===== config.mk =====
export PLATFORM = sky130hd
export DESIGN_NAME = win_conv3x3_flat
export DESIGN_NICKNAME = d
export VERILOG_FILES = /design/src/rtl/win_pkg.sv /design/src/rtl/win_conv3x3_if.sv /design/src/rtl/win_mac9.sv /design/src/rtl/win_conv3x3.sv /design/src/flat_wrapper.sv
export SDC_FILE = /design/constraint.sdc
export NUM_CORES = 2
export LEC_CHECK = 0
export CORE_MARGIN = 1.5
export CORE_UTILIZATION = 45
export DETAILED_ROUTE_END_ITERATION = 12
export HOLD_SLACK_MARGIN = 0.15
export PLACE_DENSITY = 0.64
export SETUP_SLACK_MARGIN = 0.1
export SYNTH_ARGS = -nofsm -noshare
export SYNTH_HDL_FRONTEND = slang
export SYNTH_SLANG_ARGS = --single-unit
export TNS_END_PERCENT = 50

===== constraint.sdc =====
create_clock -name clk -period 6.45 [get_ports clk]
set_input_delay 1.6125 -clock clk [delete_from_list [all_inputs] [get_ports clk]]
set_output_delay 1.6125 -clock clk [all_outputs]
set_load 0.02 [all_outputs]

===== src/rtl/win_pkg.sv =====
// Shared widths, frame geometry defaults and helpers for the 3x3 window filter
// and the window generator that feeds it.
package win_pkg;
    localparam int LINE_LEN_DEF = 1025;
    localparam int ACT_W_DEF    = 1024;
    localparam int ROWS_DEF     = 1024;

    localparam int PIX_W   = 14;
    localparam int COEF_W  = 8;
    localparam int COORD_W = 11;
    localparam int IDX_W   = 4;
    localparam int SHIFT_W = 4;
    localparam int RES_W   = 8;
    localparam int NTAPS   = 9;
    localparam int PROD_W  = 23;
    localparam int ROW_W   = 25;
    localparam int SUM_W   = 27;

    typedef struct packed {
        logic               valid;
        logic               last;
        logic [COORD_W-1:0] col;
        logic [COORD_W-1:0] row;
    } tag_t;

    // Clamp a signed total into the unsigned 8-bit pixel range.
    function automatic logic [RES_W-1:0] sat_u8(input logic signed [SUM_W-1:0] v);
        if (v[SUM_W-1])
            return '0;
        else if (|v[SUM_W-2:RES_W])
            return '1;
        else
            return v[RES_W-1:0];
    endfunction
endpackage


===== src/rtl/win_conv3x3_if.sv =====
// Window-in / result-out bundle of the 3x3 convolution block.
interface win_conv3x3_if;
    import win_pkg::*;

    logic                     en_window;
    logic [PIX_W-1:0]         pix_00, pix_01, pix_02;
    logic [PIX_W-1:0]         pix_10, pix_11, pix_12;
    logic [PIX_W-1:0]         pix_20, pix_21, pix_22;
    logic                     frame_start;
    logic                     coef_load;
    logic [IDX_W-1:0]         coef_idx;
    logic signed [COEF_W-1:0] coef_data;
    logic [SHIFT_W-1:0]       shift;
    logic [RES_W-1:0]         res_data;
    logic                     res_valid;
    logic [COORD_W-1:0]       res_col;
    logic [COORD_W-1:0]       res_row;
    logic                     frame_done;

    modport master (
        output en_window, pix_00, pix_01, pix_02, pix_10, pix_11, pix_12,
               pix_20, pix_21, pix_22, frame_start, coef_load, coef_idx,
               coef_data, shift,
        input  res_data, res_valid, res_col, res_row, frame_done
    );

    modport slave (
        input  en_window, pix_00, pix_01, pix_02, pix_10, pix_11, pix_12,
               pix_20, pix_21, pix_22, frame_start, coef_load, coef_idx,
               coef_data, shift,
        output res_data, res_valid, res_col, res_row, frame_done
    );
endinterface


===== src/rtl/win_mac9.sv =====
// Nine-tap multiply / row-sum / total datapath with coefficient store,
// shift and saturation; two register stages plus a combinational final stage.
module win_mac9
    import win_pkg::*;
(
    input  logic                     clk,
    input  logic                     rst_n,
    input  logic [PIX_W-1:0]         i_pix [NTAPS],
    input  logic                     i_coef_load,
    input  logic [IDX_W-1:0]         i_coef_idx,
    input  logic signed [COEF_W-1:0] i_coef_data,
    input  logic [SHIFT_W-1:0]       i_shift,
    output logic [RES_W-1:0]         o_sat
);
    logic signed [COEF_W-1:0] r_coef [NTAPS];
    logic [SHIFT_W-1:0]       r_shift;
    logic signed [PROD_W-1:0] r_prod [NTAPS];
    logic signed [ROW_W-1:0]  r_row  [3];
    logic signed [SUM_W-1:0]  w_total;
    logic signed [SUM_W-1:0]  w_shifted;

    // Reset kernel is the identity (centre tap = 1).
    always_ff @(posedge clk or negedge rst_n) begin
        if (!rst_n) begin
            for (int i = 0; i < NTAPS; i++)
                r_coef[i] <= (i == 4) ? COEF_W'(1) : '0;
            r_shift <= '0;
        end else begin
            if (i_coef_load && (i_coef_idx < IDX_W'(NTAPS)))
                r_coef[i_coef_idx] <= i_coef_data;
            r_shift <= i_shift;
        end
    end

    always_ff @(posedge clk or negedge rst_n) begin
        if (!rst_n) begin
            for (int i = 0; i < NTAPS; i++)
                r_prod[i] <= '0;
            for (int r = 0; r < 3; r++)
                r_row[r] <= '0;
        end else begin
            for (int i = 0; i < NTAPS; i++)
                r_prod[i] <= PROD_W'(signed'({1'b0, i_pix[i]})) * PROD_W'(r_coef[i]);
            for (int r = 0; r < 3; r++)
                r_row[r] <= ROW_W'(r_prod[3*r]) + ROW_W'(r_prod[3*r+1]) + ROW_W'(r_prod[3*r+2]);
        end
    end

    always_comb begin
        w_total   = SUM_W'(r_row[0]) + SUM_W'(r_row[1]) + SUM_W'(r_row[2]);
        w_shifted = w_total >>> r_shift;
    end

    assign o_sat = sat_u8(w_shifted);
endmodule


===== src/rtl/win_conv3x3.sv =====
// 3x3 convolution on a streamed window: frame counters, interior detection and
// coordinate/valid pipelining around the win_mac9 datapath.
module win_conv3x3
    import win_pkg::*;
#(
    parameter int LINE_LEN = LINE_LEN_DEF,
    parameter int ACT_W    = ACT_W_DEF,
    parameter int ROWS     = ROWS_DEF
) (
    input logic          clk,
    input logic          rst_n,
    win_conv3x3_if.slave bus
);
    localparam logic [COORD_W-1:0] COL_LAST = COORD_W'(LINE_LEN - 1);
    localparam logic [COORD_W-1:0] ACT_LAST = COORD_W'(ACT_W - 1);
    localparam logic [COORD_W-1:0] ROW_LAST = COORD_W'(ROWS - 1);
    localparam logic [COORD_W-1:0] ONE      = COORD_W'(1);
    localparam logic [COORD_W-1:0] TWO      = COORD_W'(2);

    logic [COORD_W-1:0] r_col_cnt, r_row_cnt;
    tag_t               w_tag, r_tag1, r_tag2;
    logic [PIX_W-1:0]   w_pix [NTAPS];
    logic [RES_W-1:0]   w_sat;
    logic [RES_W-1:0]   r_res_data;
    logic               r_res_valid, r_frame_done;
    logic [COORD_W-1:0] r_res_col, r_res_row;

    assign w_pix[0] = bus.pix_00;
    assign w_pix[1] = bus.pix_01;
    assign w_pix[2] = bus.pix_02;
    assign w_pix[3] = bus.pix_10;
    assign w_pix[4] = bus.pix_11;
    assign w_pix[5] = bus.pix_12;
    assign w_pix[6] = bus.pix_20;
    assign w_pix[7] = bus.pix_21;
    assign w_pix[8] = bus.pix_22;

    // A window arriving with frame_start is column 0 and can never be interior.
    always_comb begin
        w_tag.valid = bus.en_window && !bus.frame_start &&
                      (r_col_cnt >= TWO) && (r_col_cnt <= ACT_LAST) &&
                      (r_row_cnt >= TWO) && (r_row_cnt <= ROW_LAST);
        w_tag.last  = (r_col_cnt == ACT_LAST) && (r_row_cnt == ROW_LAST);
        w_tag.col   = r_col_cnt - ONE;
        w_tag.row   = r_row_cnt - ONE;
    end

    always_ff @(posedge clk or negedge rst_n) begin
        if (!rst_n) begin
            r_col_cnt <= '0;
            r_row_cnt <= '0;
        end else if (bus.frame_start) begin
            r_row_cnt <= '0;
            r_col_cnt <= bus.en_window ? ONE : '0;
        end else if (bus.en_window) begin
            if (r_col_cnt == COL_LAST) begin
                r_col_cnt <= '0;
                r_row_cnt <= (r_row_cnt == ROW_LAST) ? '0 : r_row_cnt + ONE;
            end else begin
                r_col_cnt <= r_col_cnt + ONE;
            end
        end
    end

    always_ff @(posedge clk or negedge rst_n) begin
        if (!rst_n) begin
            r_tag1 <= '0;
            r_tag2 <= '0;
        end else begin
            r_tag1 <= w_tag;
            r_tag2 <= r_tag1;
            if (bus.frame_start) begin
                r_tag1.valid <= 1'b0;
                r_tag2.valid <= 1'b0;
            end
        end
    end

    // Result registers only move on a valid result, so they hold otherwise.
    always_ff @(posedge clk or negedge rst_n) begin
        if (!rst_n) begin
            r_res_valid  <= 1'b0;
            r_frame_done <= 1'b0;
            r_res_data   <= '0;
            r_res_col    <= '0;
            r_res_row    <= '0;
        end else begin
            r_res_valid  <= r_tag2.valid && !bus.frame_start;
            r_frame_done <= r_tag2.valid && r_tag2.last && !bus.frame_start;
            if (r_tag2.valid && !bus.frame_start) begin
                r_res_data <= w_sat;
                r_res_col  <= r_tag2.col;
                r_res_row  <= r_tag2.row;
            end
        end
    end

    win_mac9 u_mac9 (
        .clk         (clk),
        .rst_n       (rst_n),
        .i_pix       (w_pix),
        .i_coef_load (bus.coef_load),
        .i_coef_idx  (bus.coef_idx),
        .i_coef_data (bus.coef_data),
        .i_shift     (bus.shift),
        .o_sat       (w_sat)
    );

    assign bus.res_data   = r_res_data;
    assign bus.res_valid  = r_res_valid;
    assign bus.res_col    = r_res_col;
    assign bus.res_row    = r_res_row;
    assign bus.frame_done = r_frame_done;
endmodule


===== src/flat_wrapper.sv =====
// flat-port wrapper written by rule: the top's interface ports become plain ports
module win_conv3x3_flat import win_pkg::*;
#(
    parameter int LINE_LEN = LINE_LEN_DEF,
    parameter int ACT_W    = ACT_W_DEF,
    parameter int ROWS     = ROWS_DEF
)
  (clk, rst_n, bus_en_window, bus_pix_00, bus_pix_01, bus_pix_02, bus_pix_10, bus_pix_11, bus_pix_12, bus_pix_20, bus_pix_21, bus_pix_22, bus_frame_start, bus_coef_load, bus_coef_idx, bus_coef_data, bus_shift, bus_res_data, bus_res_valid, bus_res_col, bus_res_row, bus_frame_done);
  win_conv3x3_if bus_i ();
  input logic clk;
  input logic rst_n;
  input wire logic [$bits(bus_i.en_window)-1:0] bus_en_window;
  input wire logic [$bits(bus_i.pix_00)-1:0] bus_pix_00;
  input wire logic [$bits(bus_i.pix_01)-1:0] bus_pix_01;
  input wire logic [$bits(bus_i.pix_02)-1:0] bus_pix_02;
  input wire logic [$bits(bus_i.pix_10)-1:0] bus_pix_10;
  input wire logic [$bits(bus_i.pix_11)-1:0] bus_pix_11;
  input wire logic [$bits(bus_i.pix_12)-1:0] bus_pix_12;
  input wire logic [$bits(bus_i.pix_20)-1:0] bus_pix_20;
  input wire logic [$bits(bus_i.pix_21)-1:0] bus_pix_21;
  input wire logic [$bits(bus_i.pix_22)-1:0] bus_pix_22;
  input wire logic [$bits(bus_i.frame_start)-1:0] bus_frame_start;
  input wire logic [$bits(bus_i.coef_load)-1:0] bus_coef_load;
  input wire logic [$bits(bus_i.coef_idx)-1:0] bus_coef_idx;
  input wire logic [$bits(bus_i.coef_data)-1:0] bus_coef_data;
  input wire logic [$bits(bus_i.shift)-1:0] bus_shift;
  output wire logic [$bits(bus_i.res_data)-1:0] bus_res_data;
  output wire logic [$bits(bus_i.res_valid)-1:0] bus_res_valid;
  output wire logic [$bits(bus_i.res_col)-1:0] bus_res_col;
  output wire logic [$bits(bus_i.res_row)-1:0] bus_res_row;
  output wire logic [$bits(bus_i.frame_done)-1:0] bus_frame_done;
  assign bus_i.en_window = bus_en_window;
  assign bus_i.pix_00 = bus_pix_00;
  assign bus_i.pix_01 = bus_pix_01;
  assign bus_i.pix_02 = bus_pix_02;
  assign bus_i.pix_10 = bus_pix_10;
  assign bus_i.pix_11 = bus_pix_11;
  assign bus_i.pix_12 = bus_pix_12;
  assign bus_i.pix_20 = bus_pix_20;
  assign bus_i.pix_21 = bus_pix_21;
  assign bus_i.pix_22 = bus_pix_22;
  assign bus_i.frame_start = bus_frame_start;
  assign bus_i.coef_load = bus_coef_load;
  assign bus_i.coef_idx = bus_coef_idx;
  assign bus_i.coef_data = bus_coef_data;
  assign bus_i.shift = bus_shift;
  assign bus_res_data = bus_i.res_data;
  assign bus_res_valid = bus_i.res_valid;
  assign bus_res_col = bus_i.res_col;
  assign bus_res_row = bus_i.res_row;
  assign bus_frame_done = bus_i.frame_done;
  win_conv3x3 #(.LINE_LEN(LINE_LEN), .ACT_W(ACT_W), .ROWS(ROWS)) u_core (.clk(clk), .rst_n(rst_n), .bus(bus_i));
endmodule

==> summary.txt <==
Logic synthesis
  – Prevailing post-synth register cell: dfrtp_1
  – Async set-reset flop share out of synthesis: 1.00
  – Cells after synthesis: 5752
  – Yosys Warn Count: 0
  – Syn avg cell area: ~9.5 sq um
  – Synth Net Count: 7250
  – Sequential-to-total area share from yosys stat: 0.210
  – Post-synth cell types: 90
  – Mapped Area: 0.0547 sq mm
  – Post-synth EDFFs: 0
  – #FFs+latches synth: 460

Clock network
  – Root Driver: clkbuf_16
  – Worst-skew pair later-pin latency: roughly 0.61 ns
  – Deepest clock path buffer count: 3
  – CTS tree: built
  – Clk sink count: 460
  – Num CTS Buffers: 50
  – Clock transition at path regs: 0.06 ns
  – H-tree Lvls: 2

Floorplan
  – I/O Pins: 179
  – Die W: 352 microns
  – CORE AREA: 0.120 sq mm
  – Die Area: between 0.1 and 0.15 sq mm
  – Site Rows: 127
  – Starting Density: 0.455
  – Die Y: 352 microns

Global routing
  – Vias in the first global route: 41.6k
  – Tot GR Track Use: 0.223
  – First-pass GRT wire length: 220000 microns
  – Initial antenna violation count: 14
  – Gr ovfl total: 0
  – Largest net degree at the start of global routing: 159

Timing
  – Slew Viols, Final: 0
  – Max Clk Rate: 161 MHz
  – TNS Setup: 0 ns
  – Final Hold Viols: 0
  – Min Clock Period, post-route: ~6.2 ns
  – Final Skew: approximately 0.032 ns
  – Period utilisation layout: 0.963
  – Final setup fails: 0
  – RSZ-0062 raised after global routing: yes
  – Slew @ Worst Pin: 0.944 ns
  – Slew headroom: 0.371

Finish
  – Layout area overhead: 14.4%
  – Final Util: 0.520
  – Layout Nets: around 7.7k
  – Commonest non-fill, non-tap cell in the layout: inv_1
  – Final Non-Filler Cells: a little under 8k
  – Final instance area: 0.0626 sq mm
  – Leading cell types in the layout, fill and taps excluded: inv_1 (1155), fa_1 (755), ha_1 (596)
  – Layout cell share with drive strength beyond 1: 0.0887

Critical path
  – Slowest CP cell: clkdlybuf4s50_1
  – WS Path Type: in2reg
  – Data arrival time of the critical path: around 6.7 ns
  – Critical Path Source Type: input port
  – Max incr delay on CP: roughly 0.57 ns
  – CP delay by family, top: adder cells
  – CP Max Fanout: 7
  – Worst r2r src: u_core.u_mac9.r_coef[31]
  – FF-to-FF setup slack: 0.83 ns
  – CP endpoint kind: flop
  – WP buf/inv: 5
  – R2r endpoint: u_core.u_mac9.r_prod[91]
  – Crit-path cells: clkdlybuf4s50_1 -> and2_1 -> fa_1 -> inv_1 -> fa_1 -> inv_1 -> fa_1 -> inv_1 -> fa_1 -> inv_1 -> ha_1 -> or3_1 -> o211ai_1 -> o21ai_0 -> o41ai_1 -> o21ai_0 -> o41ai_1 -> xnor2_1
  – CP startpoint: bus_pix_22[6]
  – Worst setup path endpoint: u_core.u_mac9.r_prod[21]
  – Reg2Reg Depth: 18
  – Req. time, crit path: 6.97 ns
  – Critical path depth: 18

Hold path
  – Hold crit path type: reg2reg
  – Hold path depth: 0

Drt
  – Antenna-violating nets left: 0
  – Drt total wl: between 100000 and 150000 microns
  – Via density: 5.04
  – Remaining routing DRC violations: 0
  – Post-DR wirelength/cell: 16.9 microns
  – Iter 0 DRT Violations: 2049
  – Drt pass-1 iters: 6
  – DR vias: 39.6k

Place
  – Gpl congestion: 0.886
  – Final HPWL DP: ~110000 microns
  – Placed Area: just over 0.06 sq mm
  – Placed insts: 7764
  – PortBufs: 178

Outcome
  – Status: complete, no violations

Flow run
  – Max-cap violations: 0
## cells in the mapped netlist (6+ instances only)
library cell | count | area share
a31oi_1 | 26 | 0.0030
nor2b_1 | 31 | 0.0035
a21boi_0 | 21 | 0.0029
mux2i_1 | 16 | 0.0029
inv_1 | 1155 | 0.079
o21a_1 | 35 | 0.0048
or2_2 | 17 | 0.0019
o41ai_1 | 15 | 0.0024
a31o_2 | 6 | 0.00096
dfrtp_1 | 459 | 0.21
nor2_1 | 293 | 0.020
o31ai_1 | 12 | 0.0016
o21bai_1 | 13 | 0.0018
a21o_1 | 41 | 0.0056
nand2_1 | 548 | 0.038
xnor2_1 | 173 | 0.028
a211oi_1 | 22 | 0.0030
xor2_1 | 50 | 0.0080
clkbuf_1 | 97 | 0.0067
o211ai_1 | 11 | 0.0015
nand2b_1 | 77 | 0.0088
nand3_1 | 57 | 0.0052
nand4_1 | 13 | 0.0015
fa_1 | 755 | 0.28
and4_1 | 8 | 0.0013
ha_1 | 596 | 0.14
and2_1 | 542 | 0.062
a21oi_1 | 163 | 0.015
a2111oi_0 | 9 | 0.0014
mux2_2 | 76 | 0.016
nor3b_1 | 9 | 0.0012
nand3b_1 | 6 | 0.00082
nor3_1 | 89 | 0.0081
a211o_1 | 7 | 0.0011
clkinv_1 | 9 | 0.00062
nor4_1 | 7 | 0.00080
and3_1 | 34 | 0.0039
o21ai_0 | 111 | 0.010
mux4_2 | 6 | 0.0025
or3_1 | 35 | 0.0040
## flip-flops by register name, indices dropped and copies added (netlist names)
signal and count:
u_core.r_tag1 24, u_core.bus.res_row 11, u_core.bus.res_valid 1, u_core.u_mac9.r_shift 4, u_core.u_mac9.r_prod 207, u_core.bus.res_col 11, u_core.r_col_cnt 11, u_core.r_row_cnt 11
u_core.r_tag2 24, u_core.u_mac9.r_coef 72, u_core.bus.frame_done 1, u_core.u_mac9.r_row 75, u_core.bus.res_data 8
## cell type report
type	instances	area, sq um
fill	11100	57700
multi-input combinational	4020	38500
sequential	460	11500
inverter	1165	4370
timing repair buffer	508	4330
tap	1612	2020
clock buffer	66	1410
clock inverter	26	429
antenna	4	10.0
## routing by layer
metal	wire, microns	part of all wire	global-route usage
met4	3100	0.023	0.0531
met2	63000	0.47	0.377
met1	61400	0.46	0.310
met5	42	0.00032	0
met3	5410	0.041	0.0204
## how the worst min path moves through the flow
| stage | slack, ns | startpoint | to |
|---|---|---|---|
| floorplan | 0.33 | u_core.r_tag1[0] | u_core.r_tag2[0] |
| global placement | 0.33 | u_core.r_tag1[1] | u_core.r_tag2[1] |
| detailed placement | 0.33 | u_core.r_tag1[14] | u_core.r_tag2[14] |
| CTS | 0.35 | u_core.r_tag1[5] | u_core.r_tag2[5] |
| global route | 0.35 | u_core.r_tag1[14] | u_core.r_tag2[14] |
| finish | 0.35 | u_core.r_tag1[19] | u_core.r_tag2[19] |
## worst register-to-register path: stages (launching register included)
cell and delay, ns:
dfrtp_1 0.58, clkinv_1 0.49, fa_1 0.69, inv_1 0.06, fa_1 0.50, inv_1 0.07
fa_1 0.49, fa_1 0.49, inv_1 0.04, ha_1 0.30, o21ai_0 0.13, a21boi_0 0.17
o21ai_1 0.20, a211oi_1 0.12, o311a_1 0.38, o21a_1 0.19, o21a_1 0.18, o41a_1 0.32
xnor2_1 0.13
## per-stage QoR
stage	setup slack, ns	hold slack [ns]
5_1_grt	0.0395	0.355
3_3_place_gp	-0.489	0.332
6_report	0.239	0.347
4_1_cts	0.100	0.349
3_5_place_dp	-0.633	0.335
2_1_floorplan	0.242	0.331
## repair_timing
| action | in CTS | in global routing |
|---|---|---|
| hold buffers | 0 | 0 |
| pin swaps | 0 | 2 |
| setup endpoints to repair | 1 | 27 |
| resized for setup | 2 | 41 |
| buffers inserted | 0 | 1 |
## cell families after synthesis
| group | count (synthesis) | synth area share |
|---|---|---|
| adders and majority gates | 1351 | 0.413 |
| and+or+nand+nor | 1779 | 0.163 |
| DFF | 460 | 0.210 |
| muxes | 100 | 0.0217 |
| xor gates and xnor gates | 224 | 0.0360 |
| buffers and inverters | 1272 | 0.0876 |
| AOI/OAI and AO/OA | 566 | 0.0688 |
Power is not shown: default switching activity piles up to over one toggle a cycle in this logic, so the estimate is an artifact.
